[config.mk]
export PLATFORM = sky130hd
export DESIGN_NAME = axi_lite_reg_slave
export DESIGN_NICKNAME = d
export VERILOG_FILES = /design/src/rtl/axi_lite_reg_slave.sv
export SDC_FILE = /design/constraint.sdc
export NUM_CORES = 1
export LEC_CHECK = 0
export BUFFER_PORTS_ARGS = -buffer_cell sky130_fd_sc_hd__buf_2
export CAP_MARGIN = 20
export CORE_ASPECT_RATIO = 1.75
export CORE_MARGIN = 10
export CORE_UTILIZATION = 53
export CTS_CLUSTER_DIAMETER = 100
export DETAILED_ROUTE_END_ITERATION = 6
export PLACE_DENSITY = 0.9
export SLEW_MARGIN = 10
export SYNTH_ARGS = -nofsm -noshare
export SYNTH_HDL_FRONTEND = slang
export SYNTH_SLANG_ARGS = --single-unit
[constraint.sdc]
create_clock -name s0_axi_aclk -period 3.8 [get_ports s0_axi_aclk]
set_clock_uncertainty 0.05 [all_clocks]
set_input_delay 1.14 -clock s0_axi_aclk [delete_from_list [all_inputs] [get_ports s0_axi_aclk]]
set_output_delay 1.14 -clock s0_axi_aclk [all_outputs]
set_load 0.01 [all_outputs]
[src/rtl/axi_lite_reg_slave.sv]
// AXI4-Lite register slave: NUM_REGS 32-bit registers with
// independent write/read FSMs. Ports: s0_axi_* bus, reg_q, reg_wr_pulse.
module axi_lite_reg_slave #(
  parameter int DATA_WIDTH = 32,
  parameter int ADDR_WIDTH = 8,
  parameter int RESP_WIDTH = 3,
  parameter int NUM_REGS   = 4,
  parameter int BASE_ADDR  = 0
) (
  input  logic                           s0_axi_aclk,
  input  logic                           s0_axi_areset,
  input  logic [ADDR_WIDTH-1:0]          s0_axi_awaddr,
  input  logic                           s0_axi_awvalid,
  output logic                           s0_axi_awready,
  input  logic [DATA_WIDTH-1:0]          s0_axi_wdata,
  input  logic [DATA_WIDTH/8:0]          s0_axi_wstrb,
  input  logic                           s0_axi_wvalid,
  output logic                           s0_axi_wready,
  output logic [RESP_WIDTH-1:0]          s0_axi_bresp,
  output logic                           s0_axi_bvalid,
  input  logic                           s0_axi_bready,
  input  logic [ADDR_WIDTH-1:0]          s0_axi_araddr,
  input  logic                           s0_axi_arvalid,
  output logic                           s0_axi_arready,
  output logic [DATA_WIDTH-1:0]          s0_axi_rdata,
  output logic [RESP_WIDTH-1:0]          s0_axi_rresp,
  output logic                           s0_axi_rvalid,
  input  logic                           s0_axi_rready,
  output logic [NUM_REGS*DATA_WIDTH-1:0] reg_q,
  output logic [NUM_REGS-1:0]            reg_wr_pulse
);

  localparam int NB = DATA_WIDTH / 8;
  localparam int IW = (NUM_REGS > 1) ? $clog2(NUM_REGS) : 1;

  localparam logic [RESP_WIDTH-1:0] OKAY   = '0;
  localparam logic [RESP_WIDTH-1:0] SLVERR = RESP_WIDTH'(2);

  localparam logic [0:0] W_IDLE = 1'b0;
  localparam logic [0:0] W_RESP = 1'b1;
  localparam logic [0:0] R_IDLE = 1'b0;
  localparam logic [0:0] R_DATA = 1'b1;

  function automatic logic dec_hit(
    input logic [ADDR_WIDTH-1:0] a
  );
    int ai;
    ai = int'(a);
    return (ai >= BASE_ADDR) &&
           (ai < BASE_ADDR + 4 * NUM_REGS) &&
           (a[1:0] == 2'b00);
  endfunction

  function automatic logic [IW-1:0] dec_idx(
    input logic [ADDR_WIDTH-1:0] a
  );
    int ai;
    ai = int'(a) - BASE_ADDR;
    return IW'(ai >>> 2);
  endfunction

  logic [DATA_WIDTH-1:0] regs [NUM_REGS];

  logic [0:0]            w_state;
  logic                  aw_got;
  logic                  w_got;
  logic [ADDR_WIDTH-1:0] awaddr_q;
  logic [DATA_WIDTH-1:0] wdata_q;
  logic [NB-1:0]         wstrb_q;

  logic                  aw_hs;
  logic                  w_hs;
  logic                  have_aw;
  logic                  have_w;
  logic [ADDR_WIDTH-1:0] wa;
  logic [DATA_WIDTH-1:0] wd;
  logic [NB-1:0]         ws;
  logic                  commit;
  logic                  w_hit;
  logic [IW-1:0]         w_idx;

  logic [0:0]            r_state;
  logic                  ar_hs;
  logic                  r_hit;
  logic [IW-1:0]         r_idx;

  logic                  unused_strb;
  assign unused_strb = s0_axi_wstrb[NB];

  assign aw_hs   = s0_axi_awvalid & s0_axi_awready;
  assign w_hs    = s0_axi_wvalid & s0_axi_wready;
  assign have_aw = aw_got | aw_hs;
  assign have_w  = w_got | w_hs;

  // A half latched on an earlier edge wins over the live bus value.
  assign wa = aw_got ? awaddr_q : s0_axi_awaddr;
  assign wd = w_got ? wdata_q : s0_axi_wdata;
  assign ws = w_got ? wstrb_q : s0_axi_wstrb[NB-1:0];

  assign commit = (w_state == W_IDLE) & have_aw & have_w;
  assign w_hit  = dec_hit(wa);
  assign w_idx  = dec_idx(wa);

  assign ar_hs = s0_axi_arvalid & s0_axi_arready;
  assign r_hit = dec_hit(s0_axi_araddr);
  assign r_idx = dec_idx(s0_axi_araddr);

  always_ff @(posedge s0_axi_aclk) begin
    if (s0_axi_areset) begin
      w_state        <= W_IDLE;
      aw_got         <= 1'b0;
      w_got          <= 1'b0;
      awaddr_q       <= '0;
      wdata_q        <= '0;
      wstrb_q        <= '0;
      s0_axi_awready <= 1'b0;
      s0_axi_wready  <= 1'b0;
      s0_axi_bvalid  <= 1'b0;
      s0_axi_bresp   <= '0;
    end else begin
      unique case (w_state)
        W_IDLE: begin
          if (commit) begin
            w_state        <= W_RESP;
            aw_got         <= 1'b0;
            w_got          <= 1'b0;
            s0_axi_awready <= 1'b0;
            s0_axi_wready  <= 1'b0;
            s0_axi_bvalid  <= 1'b1;
            s0_axi_bresp   <= w_hit ? OKAY : SLVERR;
          end else begin
            if (aw_hs) begin
              aw_got   <= 1'b1;
              awaddr_q <= s0_axi_awaddr;
            end
            if (w_hs) begin
              w_got   <= 1'b1;
              wdata_q <= s0_axi_wdata;
              wstrb_q <= s0_axi_wstrb[NB-1:0];
            end
            s0_axi_awready <= ~have_aw;
            s0_axi_wready  <= ~have_w;
          end
        end
        W_RESP: begin
          if (s0_axi_bready) begin
            w_state        <= W_IDLE;
            s0_axi_bvalid  <= 1'b0;
            s0_axi_awready <= 1'b1;
            s0_axi_wready  <= 1'b1;
          end
        end
        default: w_state <= W_IDLE;
      endcase
    end
  end

  always_ff @(posedge s0_axi_aclk) begin
    if (s0_axi_areset) begin
      for (int i = 0; i < NUM_REGS; i++) begin
        regs[i] <= '0;
      end
      reg_wr_pulse <= '0;
    end else begin
      reg_wr_pulse <= '0;
      if (commit && w_hit) begin
        for (int b = 0; b < NB; b++) begin
          if (ws[b]) begin
            regs[w_idx][8*b +: 8] <= wd[8*b +: 8];
          end
        end
        reg_wr_pulse[w_idx] <= 1'b1;
      end
    end
  end

  // Reads sample regs before any same-edge write lands: old value.
  always_ff @(posedge s0_axi_aclk) begin
    if (s0_axi_areset) begin
      r_state        <= R_IDLE;
      s0_axi_arready <= 1'b0;
      s0_axi_rvalid  <= 1'b0;
      s0_axi_rdata   <= '0;
      s0_axi_rresp   <= '0;
    end else begin
      unique case (r_state)
        R_IDLE: begin
          if (ar_hs) begin
            r_state        <= R_DATA;
            s0_axi_arready <= 1'b0;
            s0_axi_rvalid  <= 1'b1;
            s0_axi_rdata   <= r_hit ? regs[r_idx] : '0;
            s0_axi_rresp   <= r_hit ? OKAY : SLVERR;
          end else begin
            s0_axi_arready <= 1'b1;
          end
        end
        R_DATA: begin
          if (s0_axi_rready) begin
            r_state        <= R_IDLE;
            s0_axi_rvalid  <= 1'b0;
            s0_axi_arready <= 1'b1;
          end
        end
        default: r_state <= R_IDLE;
      endcase
    end
  end

  for (genvar g = 0; g < NUM_REGS; g++) begin : g_q
    assign reg_q[g*DATA_WIDTH +: DATA_WIDTH] = regs[g];
  end

endmodule

==> impl_metrics.toml <==
[critical_path]
crit_arrival_ns = 2.99
cp.required_ns = 3.94
reg2reg_depth = 5
critPathMaxFanout = 26
rr_startpoint = "aw_got"
cp-end-kind = "register"
critPathKind = "register to register"
r2r_slack_ns = 0.95
r2r_end = "regs[1][18]"
start_kind = "register"

[synthesis]
synth_area_leader_cell = "edfxtp_1"
ys_ff_latch = 219
synth_area_um2 = 9350
synthCells = 787
synthTopCellsByArea = "edfxtp_1 (41%), dfxtp_1 (19%), mux4_2 (7.7%)"
yosys_most_used_dff = "edfxtp_1"
ys_seq_area_share_pct = 60.6
synth_top_area_share_pct = 41.1
yosysMostFrequentCell = "nor2_1"
synth_cell_type_count = 39
ys_async_sr_fraction_pct = 0
ys_top_cells_by_count = "nor2_1 (140), edfxtp_1 (128), dfxtp_1 (91), nand2_1 (84), a21oi_1 (49)"
yosysWarnings = 0
syn_avg_cell_area_um2 = 11.9
synth_edf_count = 128

[cts]
cts.htree.levels = 1
cts_tree = "built"
clk_latency_ns = 0.49
cts_setup_buffers = 0
hold_buffers = 0
cts_root_buffer = "clkbuf_16"
cts_sinks = 219
cts_resized = 0
path_clk_slew_ns = 0.06
clockBufferDepth = 3
cts_buffers = 20

[power]
p_per_area_nw_per_um2 = 467
p_total_mw = 5.37
ir_drop_v = 0.000408
leakage_nw = 4.41

[sta]
finalWorstPathRequiredPeriod_ns = 2.85
hold_viol = 0
min_period_over_period_pct = 74.9
tns_ns = 0
final_max_slew_viol_count = 0
fmax_mhz = 351
setup_viol = 0
maxSlewHeadroom_pct = 42.3
hold_ws_ns = 0.403
rsz0062_at_grt = "false"
worstMarginPinSlew_ns = 0.865

[min_path]
min_path_cells = 2
worstHoldStart = "awaddr_q[1]"
hp-class = "register to register"
hold-path-endpoint = "awaddr_q[1]"

[route]
route.detailed.drc = 0
totalWireLength_um = 27700
wl_per_cell_um = 22.0
vias = 7184
dr.first_iter.drc_count = 465
avgViaCountPerCell = 5.71
dr.pass1.iters = 5
antenna_left = 0

[placement]
gp_congestion = 0.875
dpl.hpwl_um = 20000
post_dp_cell_area_um2 = 10800
numPortBuffers = 229

[layout]
areaGrowthSynthToFinish_pct = 23.0
fill_cells = 1280
drive_gt1_share_pct = 34.9
final_nets = 1071
postLayoutCellArea_um2 = 11500
fin_util_pct = 66.2

[floorplan]
die_y_um = 196
rows = 64
initial_core_util_pct = 53.8
die_w_um = 120
io_pins = 235
dieArea_um2 = 23600
fp.coreArea_um2 = 17400

[grt]
grt_pass1_vias = 7510
antenna_found_initial = 3
grt_pass1_wl_um = 41400
grt-ovfl-total = 0
track_usage_pct = 22.5
grt_max_degree = 124

[run]
maxCapViolations = 0

[status]
outcome = "completed"
-- kinds of logic (layout without fill, tap and decap cells) --
logic type	Yosys count	after routing	synth area share (%)
flops	219	219	60.6
compound gates	109	109	7.27
buf+inv	71	306	4.12
mux	68	68	11.6
other cells	1	6	0.0401
simple gates	319	319	16.4
-- cell type report --
class / count / area, um^2 / area share (%)
well taps: 231 / 289 / 2.51
clock inverters: 11 / 165 / 1.44
diodes: 2 / 5.00 / 0.0435
flip-flops and latches: 219 / 5670 / 49.3
repair buffers: 264 / 1440 / 12.5
multi-input cells: 500 / 3360 / 29.2
clock buffers: 25 / 562 / 4.88
inverters: 6 / 22.5 / 0.196
-- where the power goes --
part	switching (mW)	internal (mW)	leakage, nW
clock network	0.874	1.33	0.353
logic	0.315	0.198	2.00
registers	0.0609	2.59	2.06
-- placed cells by master, fill, tap and decap left out, types with 34 or more instances in the layout --
master,netlist,final
nor2_1,140,140
dfxtp_1,91,90
nand2_1,84,84
mux2i_1,36,36
buf_2,5,228
buf_4,4,34
a21oi_1,49,49
edfxtp_1,128,128
-- how the worst max path moves through the flow --
stage                     start     endpoint  slack [ns]
2_1_floorplan  s0_axi_awaddr[6]   regs[0][0]        0.44
3_3_place_gp   s0_axi_awaddr[6]  regs[1][23]        0.53
3_5_place_dp   s0_axi_awaddr[6]   regs[1][9]        0.50
4_1_cts                  aw_got  regs[1][11]        0.93
5_1_grt                  aw_got   regs[1][8]        0.78
6_report                 aw_got  regs[1][18]        0.95
-- state kept, by name, indices dropped and copies added, names as in the netlist, 4 cells and up --
signal	flops
awaddr_q	8
reg_wr_pulse	4
regs	128
s0_axi_rdata	32
wdata_q	32
wstrb_q	4
-- per-layer routing --
| metal | vias up | GRT usage, % | routed length, um |
|---|---|---|---|
| met5 | - | 0 | 14 |
| met4 | 2 | 14.1 | 1730 |
| met3 | 97 | 4.95 | 2070 |
| met2 | 330 | 41.5 | 15000 |
| met1 | 3472 | 21.7 | 8870 |
| li1 | 3283 | - | - |
-- per-stage QoR --
| stage | setup slack [ns] | std cells |
|---|---|---|
| 6_report | 0.953 | 1258 |
| 5_1_grt | 0.781 | 1257 |
| 4_1_cts | 0.929 | 1256 |
| 3_5_place_dp | 0.499 | 1220 |
| 3_3_place_gp | 0.526 | 1220 |
| 2_1_floorplan | 0.436 | 790 |
-- worst max-delay path, cell delays in order, from the launching register on --
cell and delay (ns):
dfxtp_1 0.52, or4b_1 0.55, nor4_4 0.54, o211ai_4 0.39, o21ai_0 0.26, buf_4 0.22
No activity file was read; power rests on OpenSTA's default activity.
